===== config.mk =====
export PLATFORM = sky130hd
export DESIGN_NAME = dms_pfd_cp
export DESIGN_NICKNAME = d
export VERILOG_FILES = /design/src/rtl/dms_pkg.sv /design/src/rtl/dms_edge_sync.sv /design/src/rtl/dms_pfd_cp.sv
export SDC_FILE = /design/constraint.sdc
export NUM_CORES = 1
export LEC_CHECK = 0
export CORE_MARGIN = 3
export CORE_UTILIZATION = 37
export DETAILED_ROUTE_END_ITERATION = 12
export GPL_TIMING_DRIVEN = 0
export PLACE_DENSITY = 0.83
export SYNTH_ARGS = -nofsm -noshare
export SYNTH_HDL_FRONTEND = slang
export SYNTH_HIERARCHICAL = 1
export SYNTH_SLANG_ARGS = --single-unit

===== constraint.sdc =====
create_clock -name clk -period 2.7 [get_ports clk]
set_input_delay 0.405 -clock clk [delete_from_list [all_inputs] [get_ports clk]]
set_output_delay 0.405 -clock clk [all_outputs]
set_load 0.01 [all_outputs]

===== src/rtl/dms_pkg.sv =====
// Shared types and constants for the dms PLL blocks.
// EEnet nodes are carried as IEEE-754 double bit patterns (V, I, R) so the
// node stays a plain synthesizable vector while still converting losslessly
// to real values with $bitstoreal in analogue-aware models.
package dms_pkg;

  typedef enum logic [1:0] {
    PFD_IDLE,
    PFD_UP,
    PFD_DN,
    PFD_BOTH
  } pfd_state_t;

  // Default charge-pump current magnitude in amperes.
  localparam real ICP_DEFAULT = 50e-6;

  typedef struct packed {
    logic [63:0] V;
    logic [63:0] I;
    logic [63:0] R;
  } eenet_t;

  // The bit pattern of +0.0 is all zeros, so the zero-current node is all zeros.
  localparam eenet_t EE_ZERO_I = '{V: 64'd0, I: 64'd0, R: 64'd0};

endpackage


===== src/rtl/dms_edge_sync.sv =====
// Two-flop synchroniser plus a history flop for one asynchronous input.
// rise is high for exactly one clk cycle per synchronised rising edge.
module dms_edge_sync (
  input  logic clk,
  input  logic rst,
  input  logic async_in,
  output logic rise
);

  logic s1;
  logic s2;
  logic s3;

  // Metastability chain followed by the previous-value flop used for edge detection.
  always_ff @(posedge clk) begin
    if (rst) begin
      s1 <= 1'b0;
      s2 <= 1'b0;
      s3 <= 1'b0;
    end else begin
      s1 <= async_in;
      s2 <= s1;
      s3 <= s2;
    end
  end

  assign rise = s2 & ~s3;

endmodule


===== src/rtl/dms_pfd_cp.sv =====
// Sampled phase-frequency detector with charge pump driving loop-filter node P.
// Reports signed phase error in clk cycles (+ve = ref leads) with a one-cycle strobe.
// Optional lock detector enabled by defining DMS_PFD_LOCKDET_EN; otherwise lock is 0.
module dms_pfd_cp
  import dms_pkg::*;
#(
  parameter real ICP       = ICP_DEFAULT,
  parameter int  MIN_PULSE = 2,
  parameter int  CNT_W     = 8,
  parameter int  LOCK_TOL  = 2,
  parameter int  LOCK_CNT  = 16
) (
  input  logic               clk,
  input  logic               rst,
  input  logic               ref_in,
  input  logic               fb_in,
  output logic               up,
  output logic               dn,
  output logic signed [CNT_W:0] err,
  output logic               err_vld,
  output logic               lock,
  output eenet_t             P
);

  localparam int HOLD_W = (MIN_PULSE > 1) ? $clog2(MIN_PULSE) : 1;
  localparam logic [HOLD_W-1:0] HOLD_LAST = HOLD_W'(MIN_PULSE - 1);

  // Negative current is the positive pattern with the sign bit flipped.
  localparam logic [63:0] ICP_BITS = $realtobits(ICP);
  localparam eenet_t EE_POS_I = '{V: 64'd0, I: ICP_BITS, R: 64'd0};
  localparam eenet_t EE_NEG_I = '{V: 64'd0, I: {~ICP_BITS[63], ICP_BITS[62:0]}, R: 64'd0};

  logic ref_rise;
  logic fb_rise;

  pfd_state_t state;
  pfd_state_t state_nxt;
  logic [CNT_W-1:0]  cnt;
  logic [CNT_W-1:0]  cnt_nxt;
  logic [CNT_W-1:0]  cnt_inc;
  logic [HOLD_W-1:0] hold;
  logic [HOLD_W-1:0] hold_nxt;
  logic signed [CNT_W:0] err_nxt;
  logic err_vld_nxt;

  dms_edge_sync u_ref_sync (
    .clk      (clk),
    .rst      (rst),
    .async_in (ref_in),
    .rise     (ref_rise)
  );

  dms_edge_sync u_fb_sync (
    .clk      (clk),
    .rst      (rst),
    .async_in (fb_in),
    .rise     (fb_rise)
  );

  // The error value includes the cycle in which the closing edge lands.
  assign cnt_inc = (&cnt) ? cnt : cnt + 1'b1;

  // FSM and measurement state registers.
  always_ff @(posedge clk) begin
    if (rst) begin
      state   <= PFD_IDLE;
      cnt     <= '0;
      hold    <= '0;
      err     <= '0;
      err_vld <= 1'b0;
    end else begin
      state   <= state_nxt;
      cnt     <= cnt_nxt;
      hold    <= hold_nxt;
      err     <= err_nxt;
      err_vld <= err_vld_nxt;
    end
  end

  // Next-state logic: edges in BOTH are dropped, same-side repeat edges are ignored.
  always_comb begin
    state_nxt   = state;
    cnt_nxt     = cnt;
    hold_nxt    = hold;
    err_nxt     = err;
    err_vld_nxt = 1'b0;
    case (state)
      PFD_IDLE: begin
        if (ref_rise && fb_rise) begin
          state_nxt   = PFD_BOTH;
          hold_nxt    = '0;
          err_nxt     = '0;
          err_vld_nxt = 1'b1;
        end else if (ref_rise) begin
          state_nxt = PFD_UP;
          cnt_nxt   = '0;
        end else if (fb_rise) begin
          state_nxt = PFD_DN;
          cnt_nxt   = '0;
        end
      end
      PFD_UP: begin
        if (fb_rise) begin
          state_nxt   = PFD_BOTH;
          hold_nxt    = '0;
          err_nxt     = $signed({1'b0, cnt_inc});
          err_vld_nxt = 1'b1;
        end else begin
          cnt_nxt = cnt_inc;
        end
      end
      PFD_DN: begin
        if (ref_rise) begin
          state_nxt   = PFD_BOTH;
          hold_nxt    = '0;
          err_nxt     = -$signed({1'b0, cnt_inc});
          err_vld_nxt = 1'b1;
        end else begin
          cnt_nxt = cnt_inc;
        end
      end
      PFD_BOTH: begin
        if (hold == HOLD_LAST) begin
          state_nxt = PFD_IDLE;
        end else begin
          hold_nxt = hold + 1'b1;
        end
      end
      default: begin
        state_nxt = PFD_IDLE;
      end
    endcase
  end

  // Registered pump controls, one cycle behind the FSM state.
  always_ff @(posedge clk) begin
    if (rst) begin
      up <= 1'b0;
      dn <= 1'b0;
    end else begin
      up <= (state == PFD_UP) || (state == PFD_BOTH);
      dn <= (state == PFD_DN) || (state == PFD_BOTH);
    end
  end

  // Charge-pump current onto P; overlapping up/dn cancel to zero.
  always_ff @(posedge clk) begin
    if (rst) begin
      P <= EE_ZERO_I;
    end else begin
      case ({up, dn})
        2'b10:   P <= EE_POS_I;
        2'b01:   P <= EE_NEG_I;
        default: P <= EE_ZERO_I;
      endcase
    end
  end

`ifdef DMS_PFD_LOCKDET_EN
  localparam int LC_W = $clog2(LOCK_CNT + 1);

  logic [LC_W-1:0]  lock_cnt;
  logic [CNT_W:0]   err_mag;

  assign err_mag = err[CNT_W] ? -err : err;

  // Count consecutive in-tolerance comparisons; any out-of-tolerance one restarts.
  always_ff @(posedge clk) begin
    if (rst) begin
      lock_cnt <= '0;
    end else if (err_vld) begin
      if (err_mag <= (CNT_W+1)'(LOCK_TOL)) begin
        if (lock_cnt != LC_W'(LOCK_CNT)) begin
          lock_cnt <= lock_cnt + 1'b1;
        end
      end else begin
        lock_cnt <= '0;
      end
    end
  end

  assign lock = (lock_cnt == LC_W'(LOCK_CNT));
`else
  logic lock_cfg_unused;

  assign lock_cfg_unused = (LOCK_TOL + LOCK_CNT) != 0;
  assign lock = 1'b0;
`endif

endmodule

# Yosys cells after proc, flatten, opt, wreduce, memory -nomap -nowiden

Index checks and enable logic that the tools add are counted.

Register bits after elaboration: 221
Input bits: 4
Logic and storage cells: 75

Bitwise operators: 4
Multiplexer cells: 28
Reduce and logical (&&, ||, !) cells: 10
Add/subtract/negate cells: 3
Equal/unequal tests: 14

Operator list:

| operator                                                              | number |
|---|---|
| 128-bit case mux with 2 select lines                                  | 1 |
| 8-bit two-way mux                                                     | 6 |
| 9-bit two-way mux                                                     | 3 |
| 9-bit case mux with 3 select lines                                    | 1 |
| 8-bit case mux with 3 select lines                                    | 1 |
| 2-bit inequality test, second input constant                          | 7 |
| 2-bit two-way mux                                                     | 6 |
| 8-bit negation with 9-bit output                                      | 1 |
| 8-bit by 1-bit adder with 8-bit output, second input constant         | 1 |
| 2-bit case mux with 4 select lines                                    | 1 |
| 4-bit AND reduction                                                   | 2 |
| 8-bit AND reduction                                                   | 1 |
| 1-bit two-way mux                                                     | 7 |
| 2-bit equality test, second input constant                            | 3 |
| 5-bit AND reduction                                                   | 1 |
| 2-bit by 1-bit equality test with 1-bit output, second input constant | 2 |
| 4-bit inequality test, second input constant                          | 1 |
| 1-bit case mux with 4 select lines                                    | 1 |
| 3-bit inequality test, second input constant                          | 1 |
| 1-bit case mux with 3 select lines                                    | 1 |
| 3-bit AND reduction                                                   | 1 |
| 3-bit nonzero test                                                    | 1 |
| 1-bit AND                                                             | 2 |
| 2-bit zero test                                                       | 1 |
| other kinds (4)                                                       | 6 |

# Depth between registers and ports, before layout

Gate-level depths: netlist (run 1).

Word-level depth: 6
Gate-level depth with buffers: 9
Mapped depth without buffers: 9

# By module

Netlist (run 1), hierarchy kept.

Modules (own cells, without submodules):

| module        | area each (um^2) | cells each | seq. area each (um^2) | times used |
|---|---|---|---|---|
| dms_pfd_cp    | 2,970.3          | 376        | 500.5                 | 1 |
| dms_edge_sync | 87.6             | 7          | 60.1                  | 2 |

# Worst setup path before layout (run 1)

No wires, ideal clock.

Path kind: reg-to-reg
From: register cnt[0]
To: register err[8]
Data required time: 2,573 ps
Data arrival time: 2,178 ps
Path slack: 394 ps
Period minus slack after synthesis: 2,306 ps
Stages on the path, launching flop included: 10
Library setup time: 127 ps
Cell sequence: dfxtp_1 > ha_1 > and4_1 > nand2b_1 > mux2i_1 > ha_1 > inv_1 > a211oi_1 > nor4b_1 > o21ai_0

Longest elaborated chain between the ends: 5

RTL lines:

| element                                                                              | RTL line          | text |
|---|---|---|
| from (decl)                                                                          | dms_pfd_cp.sv:38  | `logic [CNT_W-1:0] cnt;` |
| from (signal assigned)                                                               | dms_pfd_cp.sv:73  | `cnt <= cnt_nxt;` |
| 8-bit by 1-bit adder with 8-bit output / 8-bit AND reduction (equally long branches) | dms_pfd_cp.sv:61  | `assign cnt_inc = (&cnt) ? cnt : cnt + 1'b1;` |
| 8-bit two-way mux (*)                                                                | dms_pfd_cp.sv:61  |  |
| 8-bit negation with 9-bit output (*)                                                 | dms_pfd_cp.sv:116 | `err_nxt = -$signed({1'b0, cnt_inc});` |
| 9-bit two-way mux (*)                                                                | dms_pfd_cp.sv:113 | `if (ref_rise) begin` |
| 9-bit case mux with 3 select lines (*)                                               | dms_pfd_cp.sv:87  | `case (state)` |
| to (signal assigned)                                                                 | dms_pfd_cp.sv:75  | `err <= err_nxt;` |
| to (decl)                                                                            | dms_pfd_cp.sv:19  | `output logic signed [CNT_W:0] err,` |

Mark *: on every way between the ends. The rest lies on a longest branch, timed or not. The select of a mux whose other input is x is not followed.
A chain may end at the register's enable or synchronous reset.

# Final worst setup path (run 1)

From: register cnt[1]
To: register err[8]

The elaborated chain is that of the path after synthesis.

==> flow_summary_export.csv, run 1 <==
group,metric,value,unit
outcome,status,"finished, final reports clean",
layout,antenna_cells,0,
setup_path,worstPathArrival,2.71,ns
global_route,grt_usage,14.0,%
layout,regArea,623,um^2
setup_path,end_kind,"register",
layout,multi_input_area,1650,um^2
logic_synthesis,synth_ff_type,"dfxtp_1",
setup_path,critPathKind,"register to register",
global_route,overflow,0,
timing,setup_viol,0,
floorplan,dieArea,9640,um^2
logic_synthesis,avgSynthCellArea,8.07,um^2
floorplan,start_util,38.3,%
worst_hold_path,min_from,"u_ref_sync/s1$_SDFF_PP0_",
cts,cts_buffers,5,
timing,max_freq,392,MHz
power,p_int,1.59,mW
placed_design,postPlaceCellArea,4350,um^2
logic_synthesis,synth_edf_count,0,
cts,clk_pin_slew,0.07,ns
power,sw_frac_of_total,35.0,%
worst_hold_path,hold_depth,1,
detailed_routing,drt_first_pass_iters,4,
timing,slew_headroom,36.3,%
setup_path,reg2reg_from,"cnt[1]$_SDFFE_PP0P_",
setup_path,crit_buf_inv,1,
power,peakVddDrop,0.438,mV
detailed_routing,drt-total-wl,7.32,mm
floorplan,fp.dieW,98.2,um
setup_path,r2r_cells,9,
layout,fin_area,4510,um^2
cts,root_buffer,"clkbuf_8",
detailed_routing,via_count,2670,
floorplan,num_io_pins,209,
logic_synthesis,yosysWarnings,6,
setup_path,r2r_slack,0.15,ns
layout,drive_above_1_share,35.9,%
cts,cts_setup_buffers,0,
placed_design,port_buffers,48,
power,pwr-share-clk,22.6,%
setup_path,worstSetupStartpointType,"register",
logic_synthesis,synth_top_area_share,45.8,%
cts,cts_tree,"done",
job,maxCapViolCount,0,
logic_synthesis,synth_common_cells,"buf_4 (192), dfxtp_1 (31), a21oi_1 (18)",
worst_hold_path,min_path_type,"register to register",
layout,area_growth_syn_to_layout,43.3,%
logic_synthesis,synth_seq_cells,31,
logic_synthesis,synth.most_common_cell,"buf_4",
logic_synthesis,synth_area,3150,um^2
setup_path,crit_family,"simple AND/OR/NAND/NOR gates",
worst_hold_path,hold_end,"u_ref_sync/s2$_SDFF_PP0_",
logic_synthesis,synthDistinctLibCells,53,
timing,setup_slack,0.152,ns
logic_synthesis,syn_inst,390,
power,switchingPower,0.855,mW
timing,layout_min_cycle_time,2.55,ns
global_route,grt_pass1_wl,11.4,mm
cts,cts_resized,1,
power,pwr-share-comb,53.9,%
power,power_leakage,2.43,nW
detailed_routing,drc,0,
placed_design,post-dp-hpwl,6.17,mm
setup_path,critical-path-slowest-cell,"dfxtp_2",
detailed_routing,antenna_left,0,
floorplan,die_h,98.2,um
placed_design,pre_cts_ws,-0.0908,ns
floorplan,rows,33,
logic_synthesis,yosys-top-cells-area,"buf_4 (46%), dfxtp_1 (20%), ha_1 (3.6%)",
setup_path,critical_path.max_fanout,7,
timing,max_slew.worst_pin.slew,0.954,ns
cts,clkLatencyLatePin,0.29,ns
detailed_routing,drtIter0Drc,160,
cts,cts_sinks,31,
detailed_routing,via_per_inst,3.76,
logic_synthesis,synth_top_cell_by_area,"buf_4",
setup_path,cp.depth,9,
global_route,grt_max_degree,33,
timing,hold_viol,0,
power,power.density,542,nW/um^2
cts,hold_buffers,0,
timing,skew,0.00935,ns
logic_synthesis,synth_seq_area_share,19.7,%
layout,nets,617,
setup_path,slowest_delay,0.41,ns
logic_synthesis,synthArstFlopShare,0,%
timing,period_share,94.4,%
cts,htreeDepth,2,
setup_path,worstPathCellList,"ha_2, and4_1, nand2b_1, mux2i_2, ha_1, inv_1, a211oi_4, nor4b_1, o21ai_0",
floorplan,core_area,8220,um^2
setup_path,worstPathRequired,2.86,ns
power,power_frac_seq,23.6,%
detailed_routing,post_drt_wl_per_cell,10.3,um
timing,slew_violations,0,
global_route,grt_pass1_vias,2277,
setup_path,reg2reg_to,"err[8]$_SDFFE_PP0P_",
global_route,antenna_found_initial,0,
placed_design,routabilityCongestion,0.913,
layout,fill_cells,729,
cts,cts_max_path_buffers,2,
## routing by layer
| layer | vias to the layer above | GRT usage (%) | wire length [um] |
|---|---|---|---|
| li1 | 1379 | - | - |
| met1 | 1160 | 13.7 | 2440 |
| met2 | 119 | 27.8 | 4110 |
| met3 | 12 | 3.64 | 621 |
| met4 | 0 | 5.25 | 150 |
| met5 | - | 0 | 0 |
## power groups by stage
stage               Clock (mW)  Sequential [mW]  Combinational, mW
finish                   0.551            0.576               1.32
global route             0.575            0.587               1.42
CTS                      0.554            0.574               1.29
detailed placement           0            0.585               1.28
global placement             0            0.578               1.26
floorplan                    0            0.575              0.861
## flip-flops by register name (all words and copies together), names as in the netlist, 2 cells and up
name   cells
P          2
state      2
err        9
cnt        8
## through the flow
step | utilization (%) | hold slack [ns] | cells | power, mW | setup TNS [ns]
6_report | 54.9 | 0.441 | 710 | 2.44 | 0
3_5_place_dp | 53.0 | 0.428 | 702 | 1.87 | -0.0908
4_1_cts | 54.7 | 0.448 | 710 | 2.42 | 0
3_3_place_gp | 53.0 | 0.425 | 702 | 1.83 | -0.00494
2_1_floorplan | - | 0.414 | 549 | 1.44 | 0
5_1_grt | 54.9 | 0.469 | 710 | 2.58 | -0.0291
## logic make-up after synthesis
logic type	Yosys count	synth area share [%]
buffers and inverters	205	47.5
AND/OR/NAND/NOR	79	14.0
AO/OA/AOI/OAI	55	11.9
flip-flops	31	19.7
adder cells (fa/ha/maj)	9	3.58
multiplexers	7	2.39
XOR/XNOR	3	0.835
other	1	0.119
## cell usage in the layout (no fill, tap or decap), drive strengths merged, types with 2 or more instances in the layout
cell,n
buf,194
conb,160
clkdlybuf4s50,48
dfxtp,31
a21oi,18
nor2,16
nand2,13
nand3,12
nor2b,11
clkbuf,10
ha,9
inv,7
o21ai,6
mux2i,6
a22oi,5
a31oi,4
a21o,4
nor3,4
or3,4
and4,3
nand2b,2
xnor2,2
o21ba,2
a32oi,2
nand4,2
and3,2
o21a,2
bufinv,2
nor4,2
a211oi,2
## layout make-up
cell class | instances | area share, %
clock buffers | 6 | 1.61
plain buffers | 198 | 32.5
well taps | 105 | 2.91
repair buffers | 48 | 10.7
flip-flops and latches | 31 | 13.8
inverters | 7 | 0.583
multi-input cells | 313 | 36.6
clock inverters | 2 | 1.33
## worst max path at each step
| stage | from | end | slack [ns] |
|---|---|---|---|
| floorplan | cnt[0]$_SDFFE_PP0P_ | err[8]$_SDFFE_PP0P_ | 0.39 |
| global placement | cnt[0]$_SDFFE_PP0P_ | err[8]$_SDFFE_PP0P_ | -0.005 |
| detailed placement | cnt[0]$_SDFFE_PP0P_ | err[8]$_SDFFE_PP0P_ | -0.09 |
| CTS | cnt[0]$_SDFFE_PP0P_ | err[8]$_SDFFE_PP0P_ | 0.02 |
| global route | cnt[1]$_SDFFE_PP0P_ | err[8]$_SDFFE_PP0P_ | -0.03 |
| finish | cnt[1]$_SDFFE_PP0P_ | err[8]$_SDFFE_PP0P_ | 0.15 |
## worst reg2reg max path, stage by stage, from the launching register on
cell and delay [ns]:
dfxtp_2 0.41, ha_2 0.26, and4_1 0.29, nand2b_1 0.18, mux2i_2 0.28, ha_1 0.23
inv_1 0.10, a211oi_4 0.23, nor4b_1 0.31, o21ai_0 0.14
No activity file was read; power rests on OpenSTA's default activity.
==> inputs of run 2 (changes only) <==
--- a/config.mk
+++ b/config.mk
@@ -5,11 +5,13 @@
 export SDC_FILE = /design/constraint.sdc
 export NUM_CORES = 1
 export LEC_CHECK = 0
+export CELL_PAD_IN_SITES_DETAIL_PLACEMENT = 0
+export CELL_PAD_IN_SITES_GLOBAL_PLACEMENT = 1
 export CORE_MARGIN = 3
-export CORE_UTILIZATION = 37
+export CORE_UTILIZATION = 25
 export DETAILED_ROUTE_END_ITERATION = 12
 export GPL_TIMING_DRIVEN = 0
-export PLACE_DENSITY = 0.83
+export PLACE_DENSITY_LB_ADDON = 0.1
 export SYNTH_ARGS = -nofsm -noshare
 export SYNTH_HDL_FRONTEND = slang
 export SYNTH_HIERARCHICAL = 1
==> flow_summary_export.csv, run 2 (same netlist as run 1, synthesis figures left out) <==
group,metric,value,unit
power,p_int,1.58,mW
cts,cts_sinks,31,
detailed_routing,drc,0,
setup_path,worstPathRequired,2.85,ns
cts,hold_buffers,0,
global_route,grt_pass1_wl,11.6,mm
cts,cts_buffers,5,
layout,regMostFlops,"err",
cts,clkLatencyLatePin,0.28,ns
layout,area_growth_syn_to_layout,46.8,%
setup_path,critPathKind,"register to register",
power,pwr-share-comb,54.3,%
floorplan,num_io_pins,209,
global_route,overflow,0,
layout,final_common_cell,"buf_4",
detailed_routing,antenna_left,0,
layout,fin_area,4620,um^2
cts,cts_tree,"done",
global_route,met2_usage,16.8,%
placed_design,port_buffers,48,
global_route,met1_usage,12.0,%
timing,period_share,91.8,%
detailed_routing,via_count,2592,
timing,slew_violations,0,
power,power_leakage,2.44,nW
setup_path,r2r_slack,0.22,ns
power,switchingPower,0.883,mW
layout,final_cells,775,
layout,largest_register_ffs,9,
layout,final_util,38.0,%
cts,cts_max_path_buffers,2,
layout,drive_above_1_share,36.4,%
power,power_frac_seq,23.4,%
cts,root_buffer,"clkbuf_16",
detailed_routing,post_drt_wl_per_cell,9.59,um
floorplan,rows,40,
layout,reg_top3,"err (9), cnt (8)",
placed_design,routabilityCongestion,0.859,
floorplan,dieArea,14000,um^2
timing,tns,0,ns
detailed_routing,via_per_inst,3.34,
floorplan,fp.dieW,118,um
power,peakVddDrop,0.251,mV
detailed_routing,drt_first_pass_iters,4,
timing,max_slew.worst_pin.slew,0.994,ns
placed_design,place_inst,765,
timing,slew_headroom,33.7,%
floorplan,die_h,118,um
setup_path,worstPathArrival,2.63,ns
power,sw_frac_of_total,35.9,%
outcome,status,"finished, final reports clean",
floorplan,start_util,25.9,%
cts,clk_pin_slew,0.05,ns
timing,fin_hold_ws,0.439,ns
setup_path,critical_path.max_fanout,7,
setup_path,end_kind,"register",
cts,htreeDepth,2,
timing,max_freq,403,MHz
worst_hold_path,min_path_type,"register to register",
layout,antenna_cells,0,
timing,setup_viol,0,
global_route,grt_util_met3,3.64,%
power,power.density,532,nW/um^2
timing,skew,0.00229,ns
global_route,grt_usage,10.0,%
placed_design,postPlaceCellArea,4430,um^2
floorplan,core_area,12200,um^2
global_route,antenna_found_initial,0,
timing,setup_slack,0.221,ns
timing,layout_min_cycle_time,2.48,ns
detailed_routing,drtIter0Drc,111,
global_route,grt_max_degree,33,
power,pwr-share-clk,22.3,%
job,maxCapViolCount,0,
power,power.total,2.46,mW
timing,rsz0062_at_grt,"false",
global_route,grt_busiest_layer,"met2",
placed_design,pre_cts_ws,-0.290,ns
layout,final_cell_mix,"buf_4 (194), conb_1 (160), clkdlybuf4s50_1 (48)",
global_route,grt_pass1_vias,2208,
setup_path,worstSetupStartpointType,"register",
layout,nets,619,
detailed_routing,drt-total-wl,7.44,mm
placed_design,post-dp-hpwl,6.04,mm
timing,hold_viol,0,
[run 2: changes by cell type in the layout (fill, tap and decap cells not counted)]
cell        delta
and4_2         +1
bufinv_16      -2
buf_4          +2
clkbuf_16      +5
clkinvlp_4     +1
clkbuf_8       -5
nor4b_2        +1
clkinv_2       +1
and4_1         -1
nor4b_1        -1
[run 2: repair_timing]
action                                 CTS  global route
buffers inserted                         0             2
endpoints found under the hold margin    0             0
setup endpoints to repair                3             3
resized for setup                        4             4
pin swaps                                0             1
[run 2: critical path, cell delays in order (launching register included)]
cell and delay [ns]:
dfxtp_2 0.42, ha_2 0.27, and4_2 0.30, nand2b_1 0.17
mux2i_2 0.25, ha_1 0.19, inv_1 0.08, a211oi_4 0.28
nor4b_2 0.26, o21ai_0 0.13
[run 2: power groups by stage]
stage                     clock [mW]  combinational (mW)  sequential, mW
final                          0.549                1.33           0.575
after global routing           0.579                1.46           0.590
after CTS                      0.562                1.31           0.575
after detailed placement           0                1.30           0.584
after global placement             0                1.30           0.580
after floorplan                    0               0.861           0.575
[run 2: area by class of cell]
type,instances,area (um^2)
plain buffers,198,1470
inverters,7,26.3
multi-input cells,313,1660
well taps,168,210
clock inverters,2,12.5
fillers,1317,7540
flip-flops and latches,31,623
repair buffers,50,495
clock buffers,6,129
[run 2: final timing paths]
kind,from,to,depth (start not counted)
min reg2reg,u_ref_sync/s1$_SDFF_PP0_,u_ref_sync/s2$_SDFF_PP0_,1
min,u_ref_sync/s1$_SDFF_PP0_,u_ref_sync/s2$_SDFF_PP0_,1
max reg2reg,cnt[1]$_SDFFE_PP0P_,err[8]$_SDFFE_PP0P_,9
max,cnt[1]$_SDFFE_PP0P_,err[8]$_SDFFE_PP0P_,9
[run 2: layer usage]
layer / share of wire (%) / vias to the layer above
met3: 10 / 6
met4: 0.89 / 0
met2: 47 / 129
li1: - / 1387
met1: 42 / 1070
met5: 0 / -
